**src/rtl/mp_sub_pkg.sv**
```systemverilog
// ============================================================================
// Module : mp_sub_pkg
// Brief  : Shared types and sizing for the multi-precision subtract sequencer.
// Rev    : 1.0
// ============================================================================
`default_nettype none

package mp_sub_pkg;

  localparam int WORD_W_DEF    = 32;
  localparam int MAX_WORDS_DEF = 8;

  typedef enum logic [1:0] {
    S_IDLE  = 2'd0,
    S_RUN   = 2'd1,
    S_FLUSH = 2'd2
  } state_t;

  // Count fields must hold MAX_WORDS itself, not just MAX_WORDS-1.
  function automatic int cnt_width(input int max_words);
    return $clog2(max_words) + 1;
  endfunction

endpackage

`default_nettype wire

```
**src/rtl/mp_sub_sequencer_stage.sv**
```systemverilog
// ============================================================================
// Module : sub_word_stage
// Brief  : Registered word subtract with borrow, plus output hold/load logic.
// Rev    : 1.0
// ============================================================================
`default_nettype none

module sub_word_stage
  import mp_sub_pkg::*;
#(
  parameter int WORD_W = WORD_W_DEF
) (
  input  logic              clk,
  input  logic              rst,
  input  logic              load,
  input  logic [WORD_W-1:0] a,
  input  logic [WORD_W-1:0] b,
  input  logic              borrow_in,
  input  logic              last_in,
  input  logic              out_ready,
  output logic              borrow_out,
  output logic              out_valid,
  output logic [WORD_W-1:0] out_diff,
  output logic              out_last,
  output logic              out_borrow
);

  // One extra bit exposes the borrow as the sign of the wide difference.
  logic [WORD_W:0] wide_diff;

  assign wide_diff  = {1'b0, a} - {1'b0, b} - {{WORD_W{1'b0}}, borrow_in};
  assign borrow_out = wide_diff[WORD_W];

  always_ff @(posedge clk or posedge rst) begin
    if (rst) begin
      out_valid  <= 1'b0;
      out_diff   <= '0;
      out_last   <= 1'b0;
      out_borrow <= 1'b0;
    end else if (load) begin
      out_valid  <= 1'b1;
      out_diff   <= wide_diff[WORD_W-1:0];
      out_last   <= last_in;
      out_borrow <= last_in & borrow_out;
    end else if (out_valid && out_ready) begin
      out_valid  <= 1'b0;
      out_last   <= 1'b0;
      out_borrow <= 1'b0;
    end
  end

endmodule

`default_nettype wire

```
**src/rtl/mp_sub_sequencer.sv**
```systemverilog
// ============================================================================
// Module : mp_sub_sequencer
// Brief  : Multi-word subtract sequencer: command, operand stream, diff stream.
// Rev    : 1.0
// ============================================================================
`default_nettype none

module mp_sub_sequencer
  import mp_sub_pkg::*;
#(
  parameter int WORD_W    = WORD_W_DEF,
  parameter int MAX_WORDS = MAX_WORDS_DEF,
  parameter int CNT_W     = cnt_width(MAX_WORDS)
) (
  input  logic              clk,
  input  logic              rst,
  input  logic              cmd_valid,
  output logic              cmd_ready,
  input  logic [CNT_W-1:0]  cmd_nwords,
  input  logic              cmd_borrow_in,
  input  logic              in_valid,
  output logic              in_ready,
  input  logic [WORD_W-1:0] in_a,
  input  logic [WORD_W-1:0] in_b,
  output logic              out_valid,
  input  logic              out_ready,
  output logic [WORD_W-1:0] out_diff,
  output logic              out_last,
  output logic              out_borrow,
  output logic              busy,
  output logic              err
);

  state_t             state;
  state_t             state_next;
  logic [CNT_W-1:0]   count;
  logic [CNT_W-1:0]   idx;
  logic               chain;
  logic               chain_next;
  logic               cmd_legal;
  logic               cmd_take;
  logic               word_take;
  logic               word_last;

  assign cmd_ready = (state == S_IDLE);
  assign busy      = (state != S_IDLE);
  assign cmd_legal = (cmd_nwords != '0) && (cmd_nwords <= CNT_W'(MAX_WORDS));
  assign cmd_take  = cmd_ready && cmd_valid;
  // Stall input in the same cycle the output register cannot drain.
  assign in_ready  = (state == S_RUN) && (!out_valid || out_ready);
  assign word_take = in_valid && in_ready;
  assign word_last = (idx == count - CNT_W'(1));

  always_ff @(posedge clk or posedge rst) begin
    if (rst) state <= S_IDLE;
    else     state <= state_next;
  end

  always_comb begin
    state_next = state;
    case (state)
      S_IDLE:  if (cmd_take && cmd_legal) state_next = S_RUN;
      S_RUN:   if (word_take && word_last) state_next = S_FLUSH;
      S_FLUSH: if (out_valid && out_ready && out_last) state_next = S_IDLE;
      default: state_next = S_IDLE;
    endcase
  end

  always_ff @(posedge clk or posedge rst) begin
    if (rst) begin
      count <= '0;
      idx   <= '0;
      chain <= 1'b0;
      err   <= 1'b0;
    end else begin
      err <= cmd_take && !cmd_legal;
      if (cmd_take && cmd_legal) begin
        count <= cmd_nwords;
        idx   <= '0;
        chain <= cmd_borrow_in;
      end else if (word_take) begin
        idx   <= idx + CNT_W'(1);
        chain <= chain_next;
      end
    end
  end

  sub_word_stage #(
    .WORD_W (WORD_W)
  ) u_stage (
    .clk        (clk),
    .rst        (rst),
    .load       (word_take),
    .a          (in_a),
    .b          (in_b),
    .borrow_in  (chain),
    .last_in    (word_last),
    .out_ready  (out_ready),
    .borrow_out (chain_next),
    .out_valid  (out_valid),
    .out_diff   (out_diff),
    .out_last   (out_last),
    .out_borrow (out_borrow)
  );

endmodule

`default_nettype wire

```
**config.mk**
```make
export PLATFORM = sky130hd
export DESIGN_NAME = mp_sub_sequencer
export DESIGN_NICKNAME = d
export VERILOG_FILES = /design/src/rtl/mp_sub_pkg.sv /design/src/rtl/mp_sub_sequencer_stage.sv /design/src/rtl/mp_sub_sequencer.sv
export SDC_FILE = /design/constraint.sdc
export NUM_CORES = 1
export LEC_CHECK = 0
export ABC_AREA = 1
export BUFFER_PORTS_ARGS = -buffer_cell sky130_fd_sc_hd__buf_2
export CAP_MARGIN = 10
export CORE_MARGIN = 2
export CORE_UTILIZATION = 45
export DETAILED_ROUTE_END_ITERATION = 16
export GPL_TIMING_DRIVEN = 0
export PLACE_DENSITY = 0.68
export SLEW_MARGIN = 30
export SYNTH_ARGS = -nofsm -noshare
export SYNTH_HDL_FRONTEND = slang
export SYNTH_HIERARCHICAL = 1
export SYNTH_SLANG_ARGS = --single-unit
```
**constraint.sdc**
```tcl
create_clock -name clk -period 4.59 [get_ports clk]
set_input_delay 0 -clock clk [delete_from_list [all_inputs] [get_ports clk]]
set_output_delay 0 -clock clk [all_outputs]
set_load 0.005 [all_outputs]
```
* After elaboration in Yosys (flattened, before gate mapping)
Cells that the tools add are included.
** Word-level totals
- Flip-flop bits (word level) :: 47
- Logic and storage cells :: 51
** Operators by class
- Add/subtract/negate cells :: 4
- Magnitude comparators :: 1
- Equal/unequal tests :: 6
- Muxes and demuxes :: 12
- Bitwise logic cells :: 1
- Reductions and logical operators :: 18
** Operator list (number)
- subtractor 32 x 32 -> 33 bit :: 1
- subtractor 33 x 1 -> 33 bit :: 1
- logical AND 1 bit :: 9
- two-way mux 4 bit :: 2
- two-way mux 1 bit :: 6
- two-way mux 2 bit :: 3
- case mux 2 bit (3 select lines) :: 1
- nonzero test 2 bit :: 3
- adder 4 x 1 -> 4 bit, second input constant :: 1
- == test 4 bit :: 1
- <= comparator 4 bit, second input constant :: 1
- != test 2 x 1 -> 1 bit, second input constant :: 2
- nonzero test 4 bit :: 1
- subtractor 4 x 1 -> 4 bit, second input constant :: 1
- AND reduction 3 bit :: 1
- == test 2 x 1 -> 1 bit, second input constant :: 1
- == test 2 bit, second input constant :: 1
- logical NOT 1 bit :: 2
- logical NOT 2 bit :: 1
- != test 2 bit, second input constant :: 1
- bitwise AND 1 bit :: 1
- logical OR 1 bit :: 1

* Depth between registers and ports, before layout
Gate-level depths: netlist of run 1.
- Word-level depth :: 7
- Depth in mapped cells :: 19
- Gate-level depth less buffers :: 19

* By module
The synthesis of run 1 kept the hierarchy.
** Modules (own cells, without submodules)
- sub_word_stage :: times used 1, cells each 766, area each 4460.5 um2, sequential area each 875.8 um2
- mp_sub_sequencer :: times used 1, cells each 100, area each 770.7 um2, sequential area each 300.3 um2

* Worst setup path before layout of run 1
Ideal clock, no wire load.
- Path kind :: flip-flop to flip-flop
- Start :: register chain
- End :: register chain
- Setup time :: 0.117 ns
- Data arrival time :: 2.089 ns
- Setup slack :: 2.384 ns
- Stages on the path, launching flop included :: 19
- Path buffers :: 0
- Period minus slack after synthesis :: 2.206 ns
- Path through :: dfrtp_1 > inv_1 > fa_1 > fa_1 > inv_1 > nand2_1 > nand2_1 > nand2_1 > nand2_1 > nand2_1 > nand2_1 > nand2_2 > nand2_2 > nand3_1 > and2_1 > nand2_1 > nand2_1 > inv_1 > nand2_1
** Between the ends
- Longest elaborated chain between the ends :: 3
** Ends and longest elaborated chain
- from (decl) :: line mp_sub_sequencer.sv:38 : logic chain;
- from (signal assigned) :: line mp_sub_sequencer.sv:80 : chain <= cmd_borrow_in;
- from (signal assigned) :: line mp_sub_sequencer.sv:83 : chain <= chain_next;
- subtractor 33 x 1 -> 33 bit :: line mp_sub_sequencer_stage.sv:31 : assign wide_diff = {1'b0, a} - {1'b0, b} - {{WORD_W{1'b0}}, borrow_in};
- via chain_next :: line mp_sub_sequencer.sv:39 : logic chain_next;
- two-way mux 1 bit :: line mp_sub_sequencer.sv:81 : end else if (word_take) begin
- two-way mux 1 bit :: line mp_sub_sequencer.sv:77 : if (cmd_take && cmd_legal) begin
The timed path passes the listed nets, and every way through them passes these cells. The select of a mux whose other input is x is not followed.
A chain may end at the register's enable or synchronous reset.

* Worst setup path after layout of run 1
Ends and elaborated chain as after synthesis.

==> results.md, run 1 <==
* Non-Filler Instances at 1,137
* Largest net degree at the start of global routing at 36
* Die footprint at 0.0125 mm2
* Worst-path cell chain: inv_1 > fa_1 > fa_1 > inv_1 > nand2_1 > nand2_1 > nand2_1 > nand2_1 > nand2_1 > nand2_1 > nand2_2 > nand2_2 > nand3_1 > and2_1 > nand2_1 > nand2_1 > inv_1 > nand2_1
* Critical path type: register to register
* CTS tree: yes
* Vias in the first global route at 4,761
* Max-slew violations at 0
* Top cell type by total area after synthesis: nand2_1
* Post-synth top cells: nand2_1, inv_1, ha_1
* Register-to-register setup slack at 2.02 ns
* Core Region at 0.0114 mm2
* Ratio of final minimum period to clock period at 0.561
* Root Buffer: clkbuf_16
* Critical path buffers and inverters at 3
* Mean Syn Cell Area at 6.04 um2
* Cell variety after synth at 34
* Synth Cell Area at 0.00523 mm2
* RSZ-0062 raised after global routing: no
* Worst hold stages at 4
* CP required at 4.78 ns
* ANT cells at 0
* Leakage at 4.08 nW
* #FFs+latches synth at 47
* Vias per cell at 4.49
* GRT Util Overall at 0.203
* Worst r2r dst: chain$_DFFE_PP0P_
* Via Count at 5,109
* Top-count cell post-synth: nand2_1
* H-tree depth at 2
* Fin crit period at 2.57 ns
* Clock sink total at 47
* Setup ws final at 2.02 ns
* Min-delay src: out_ready
* Final setup viols at 0
* Clock buffer depth at 2
* Critical path's most frequent cell: nand2_1
* Final #Nets at 1,133
* Mapped Nets at 1,006
* Worst path slowest cell: fa_1
* CP delay by family, top: simple AND/OR/NAND/NOR gates
* Slew headroom at 0.498
* First-pass GRT wire length at 21,100 um
* Die Wd at 112 um
* HP Class: primary input to register
* Io pins at 113
* Origin of the critical flop-to-flop path: chain$_DFFE_PP0P_
* Max Clk Rate at 389 MHz
* DR WL/cell at 10.7 um
* Worst-Margin Slew at 0.752 ns
* Placed Instances at 1,121
* Status: finished clean
* Largest cells by area after synthesis: nand2_1, dfrtp_1, inv_1, ha_1, nand3_1
* GP Congestion at 0.890
* Final instance area at 0.00622 mm2
* Critical Path Max Stage Delay at 0.40 ns
* Post-DP HPWL at 10,400 um
* Post-DP Area at 0.00597 mm2
* Setup TNS at 0 ns
* Buffers on Ports at 112
* CTS Buf Count at 5
* Initial Util at 0.460
* Synth warnings at 6
* Arrival time at the worst endpoint at 2.76 ns
* GR Overflow Total at 0
* Initial DRC count at 251
* Crit end category: register
* Initial antenna violation count at 0
* Fin Clk Skew at 0.00413 ns
* Util after Layout at 0.547
* TritonRoute pass-1 iters at 5
* Share of the synthesized area in the top cell type at 0.228
* Core Rows at 39
* Crit path depth at 18
* Share of cells above drive strength 1 at 0.157
* Worst-path fanout max at 4
* Max Cap Viol at 0
* Residual DRC at 0
* Ys async rst share at 1.00
* Number of synthesized flops with an enable pin at 0
* Most used DFF post-synth: dfrtp_1
* Startpoint Class: register
* Pwr dens at 396 mW/mm2
* Final wirelength at 12,200 um
* Height of the die at 112 um
* Hold EP: u_stage/out_valid$_DFFE_PP0P_
* Clk Latency, worst-skew pair at 0.29 ns
* Clk slew on worst S/H paths at 0.07 ns
* Worst r2r path cells at 18
* DP Worst Slack at 2.02 ns
* Syn-to-layout area delta at 18.9%
* Worst IR Drop VDD at 0.000378 V
* Seq/Total Area, Yosys at 0.225
* Post-synthesis cell count at 866
* Final Hold Vio Count at 0
* Routed Antenna Nets at 0
-- stage by stage --
step	power [W]	hold slack, ns
floorplan	0.00160	-0.135
global placement	0.00202	0.0519
detailed placement	0.00204	0.0627
CTS	0.00248	0.0488
global route	0.00271	0.0754
finish	0.00246	0.0548
-- cell usage in the layout, fill, tap and decap left out, types with 2 or more instances in the layout --
master,instances
dlygate4sd3_1,8
nor3_1,2
nor2_1,42
nor2_2,2
nand3b_1,7
nand3_1,43
nand2_2,15
and3_1,3
clkbuf_1,5
a21oi_1,24
inv_2,3
fa_1,2
nor2_4,4
and2_1,3
clkbuf_16,5
dfrtp_1,47
o21ai_1,7
or2_2,2
buf_2,114
nand2_1,318
inv_1,231
o21ai_0,12
ha_1,64
xnor2_1,16
-- layout make-up --
cell class	instances	area, um2
inverters	236	893
fillers	1205	5150
clock buffers	5	125
repair buffers	120	641
flip-flops and latches	47	1180
multi-input cells	576	3130
well taps	143	179
clock inverters	3	46.3
plain buffers	7	28.8
-- repair_timing --
item | in CTS | in global routing
endpoints found under the hold margin | 53 | 0
gates resized for setup | 0 | 0
buffers inserted | 0 | 0
hold buffers | 8 | 0
-- cells by family after synthesis --
logic type | Yosys count | synth area share
and+or+nand+nor | 447 | 0.364
buffers and inverters | 243 | 0.176
adders and majority gates | 66 | 0.161
DFF | 47 | 0.225
AOI/OAI and AO/OA | 46 | 0.0454
xor gates and xnor gates | 17 | 0.0285
-- worst max path at each step --
| stage | to | startpoint |
|---|---|---|
| CTS | chain$_DFFE_PP0P_ | chain$_DFFE_PP0P_ |
| global route | chain$_DFFE_PP0P_ | chain$_DFFE_PP0P_ |
| floorplan | chain$_DFFE_PP0P_ | chain$_DFFE_PP0P_ |
| global placement | chain$_DFFE_PP0P_ | chain$_DFFE_PP0P_ |
| finish | chain$_DFFE_PP0P_ | chain$_DFFE_PP0P_ |
| detailed placement | chain$_DFFE_PP0P_ | chain$_DFFE_PP0P_ |
-- worst reg2reg max path, delay by kind of cell, from the launching register on --
| kind | cells | cell delay [ns] |
|---|---|---|
| flops | 1 | 0.36 |
| fa+ha+maj | 2 | 0.78 |
| simple gates | 13 | 1.15 |
| buf+inv | 3 | 0.18 |
-- flip-flops by register name, summed over array words and instances, names as in the netlist --
signal / count
u_stage/out_valid: 1
chain: 1
u_stage/out_diff: 32
count: 4
state: 2
u_stage/out_last: 1
u_stage/out_borrow: 1
err: 1
idx: 4
-- report_power, final --
group          switching (W)  internal (W)  leakage [nW]  total (W)
Sequential          0.000127      0.000605         0.585   0.000732
Clock               0.000170      0.000259        0.0804   0.000429
Combinational       0.000772      0.000531          3.42    0.00130
-- routing by layer --
metal	vias up	share of wire	track usage	routed length [um]
li1	2811	-	-	-
met1	2190	0.51	0.280	6200
met2	101	0.44	0.346	5390
met3	7	0.043	0.0256	523
met4	0	0.0076	0.0354	93
met5	-	0	0	0
No activity file was read; power rests on OpenSTA's default activity.
==> run 2, diff against run 1 <==
==> constraint.sdc (replaced) <==
create_clock -name clk -period 2.7 [get_ports clk]
set_input_delay 0 -clock clk [delete_from_list [all_inputs] [get_ports clk]]
set_output_delay 0 -clock clk [all_outputs]
set_load 0.005 [all_outputs]
==> results.md, run 2 (same netlist as run 1, synthesis figures left out) <==
* Status: finished clean
* Root Buffer: clkbuf_16
* Worst-path fanout max at 4 (unchanged)
* GR Overflow Total at 0 (unchanged)
* Worst-Margin Slew at 0.752 ns (+0.0000368 ns)
* Io pins at 113 (unchanged)
* Max Clk Rate at 408 MHz (+5.0%)
* Critical path type: register to register
* ANT cells at 0 (unchanged)
* Vias in the first global route at 4,761 (unchanged)
* Register-to-register setup slack at 0.25 ns (-1.77 ns)
* Initial antenna violation count at 0 (unchanged)
* Fin crit period at 2.45 ns (-0.122 ns)
* CTS tree: yes
* Fin Clk Skew at 0.00433 ns (+0.000192 ns)
* Syn-to-layout area delta at 19.1%
* Setup ws final at 0.249 ns (-1.77 ns)
* Largest net degree at the start of global routing at 36 (unchanged)
* Worst r2r dst: chain$_DFFE_PP0P_
* DP Worst Slack at 0.134 ns (-1.89 ns)
* Origin of the critical flop-to-flop path: chain$_DFFE_PP0P_
* H-tree depth at 2 (unchanged)
* Crit end category: register
* Commonest non-fill, non-tap cells in the layout: nand2_1, inv_1, buf_2
* Height of the die at 112 um (unchanged)
* RSZ-0062 raised after global routing: no
* Max Cap Viol at 0 (unchanged)
* Residual DRC at 0 (unchanged)
* DR WL/cell at 10.7 um (about the same)
* Core Rows at 39 (unchanged)
* HP Class: primary input to register
* Die Wd at 112 um (unchanged)
* Final wirelength at 12,200 um (about the same)
* Initial DRC count at 246 (-2.0%)
* Ratio of final minimum period to clock period at 0.908 (+0.347)
* Post-DP HPWL at 10,400 um (unchanged)
* CP Launch Point: chain$_DFFE_PP0P_
* GRT Util Overall at 0.203 (unchanged)
* Share of cells above drive strength 1 at 0.160 (+0.00302)
* Routed Antenna Nets at 0 (unchanged)
* Max-slew violations at 0 (unchanged)
* CP endpoint: chain$_DFFE_PP0P_
* Clk slew on worst S/H paths at 0.07 ns (about the same)
* Post-CTS Setup Repair Bufs at 0 (unchanged)
* Most common cell after layout, fill and taps aside: nand2_1
* GP Congestion at 0.890 (unchanged)
* Arrival time at the worst endpoint at 2.64 ns (-0.12 ns)
* Die footprint at 0.0125 mm2 (unchanged)
* Core Region at 0.0114 mm2 (unchanged)
* Worst IR Drop VDD at 0.000642 V (+70%)
* TritonRoute pass-1 iters at 5 (unchanged)
* First-pass GRT wire length at 21,100 um (unchanged)
* Clock buffer depth at 2 (unchanged)
* Clk Latency, worst-skew pair at 0.29 ns (about the same)
* Final Hold Vio Count at 0 (unchanged)
* Register with the most flip-flops: u_stage/out_diff
* Clock sink total at 47 (unchanged)
* Max reg flops at 32 (unchanged)
* Startpoint Class: register
* Final #Nets at 1,133 (unchanged)
* Setup TNS at 0 ns (unchanged)
* Worst r2r path cells at 18 (unchanged)
* Leakage at 4.08 nW (about the same)
* Top flop regs: u_stage/out_diff x32, count x4, idx x4
* CP required at 2.89 ns (-1.89 ns)
* CTS Buf Count at 5 (unchanged)
* Pwr dens at 673 mW/mm2 (+70%)
* Buffers on Ports at 112 (unchanged)
* Vias per cell at 4.50 (+0.23%)
* Initial Util at 0.460 (unchanged)
* Slew headroom at 0.498 (about the same)
* Via Count at 5,121 (+0.23%)
* Final setup viols at 0 (unchanged)
-- run 2: worst min-delay path by stage --
stage | startpoint | end | cells past startpoint
2_1_floorplan | rst | chain$_DFFE_PP0P_ | 1
3_3_place_gp | rst | chain$_DFFE_PP0P_ | 2
3_5_place_dp | rst | chain$_DFFE_PP0P_ | 2
4_1_cts | out_ready | u_stage/out_valid$_DFFE_PP0P_ | 4
5_1_grt | out_ready | u_stage/out_last$_DFFE_PP0P_ | 4
6_report | out_ready | u_stage/out_valid$_DFFE_PP0P_ | 4
-- run 2: critical path, cell delays in order, from the launching register on --
cell and delay (ns):
dfrtp_1 0.36, inv_1 0.06, fa_2 0.35, fa_1 0.37, inv_1 0.08, nand2_1 0.07, nand2_1 0.07, nand2_2 0.08
nand2_1 0.08, nand2_2 0.07, nand2_1 0.09, nand2_2 0.09, nand2_2 0.09, nand3_1 0.08, and2_1 0.18, nand2_1 0.08
nand2_1 0.05, inv_1 0.04, nand2_1 0.04
-- run 2: area by class of cell --
class	count	area, um2
clock buffer	5	125
multi-input combinational	576	3140
fill	1203	5140
inverter	236	893
buffer	7	28.8
timing repair buffer	120	641
sequential	47	1180
clock inverter	3	46.3
tap	143	179
-- run 2: repair_timing --
item	in CTS	in global routing
resized for setup	0	3
endpoints found under the hold margin	53	0
hold buffers	8	0
setup endpoints to repair	0	1
-- run 2: through the flow --
stage | utilization | instances | cell area [um2] | hold WS, ns | total power [W]
5_1_grt | 0.548 | 1137 | 6230 | 0.0754 | 0.00462
4_1_cts | 0.547 | 1137 | 6220 | 0.0488 | 0.00422
3_3_place_gp | 0.525 | 1121 | 5970 | 0.0519 | 0.00344
6_report | 0.548 | 1137 | 6230 | 0.0548 | 0.00419
3_5_place_dp | 0.525 | 1121 | 5970 | 0.0627 | 0.00347
2_1_floorplan | - | 866 | 5230 | -0.135 | 0.00272
-- run 2: where the power goes --
group | internal, W | switching (W)
logic | 0.000905 | 0.00131
registers | 0.00103 | 0.000215
clock network | 0.000441 | 0.000289
-- run 2: layer usage --
| metal | GRT usage | part of all wire | vias up |
|---|---|---|---|
| met5 | 0 | 0 | - |
| met4 | 0.0354 | 0.0076 | 0 |
| met3 | 0.0256 | 0.045 | 7 |
| met2 | 0.346 | 0.44 | 105 |
| met1 | 0.280 | 0.51 | 2198 |
| li1 | - | - | 2811 |
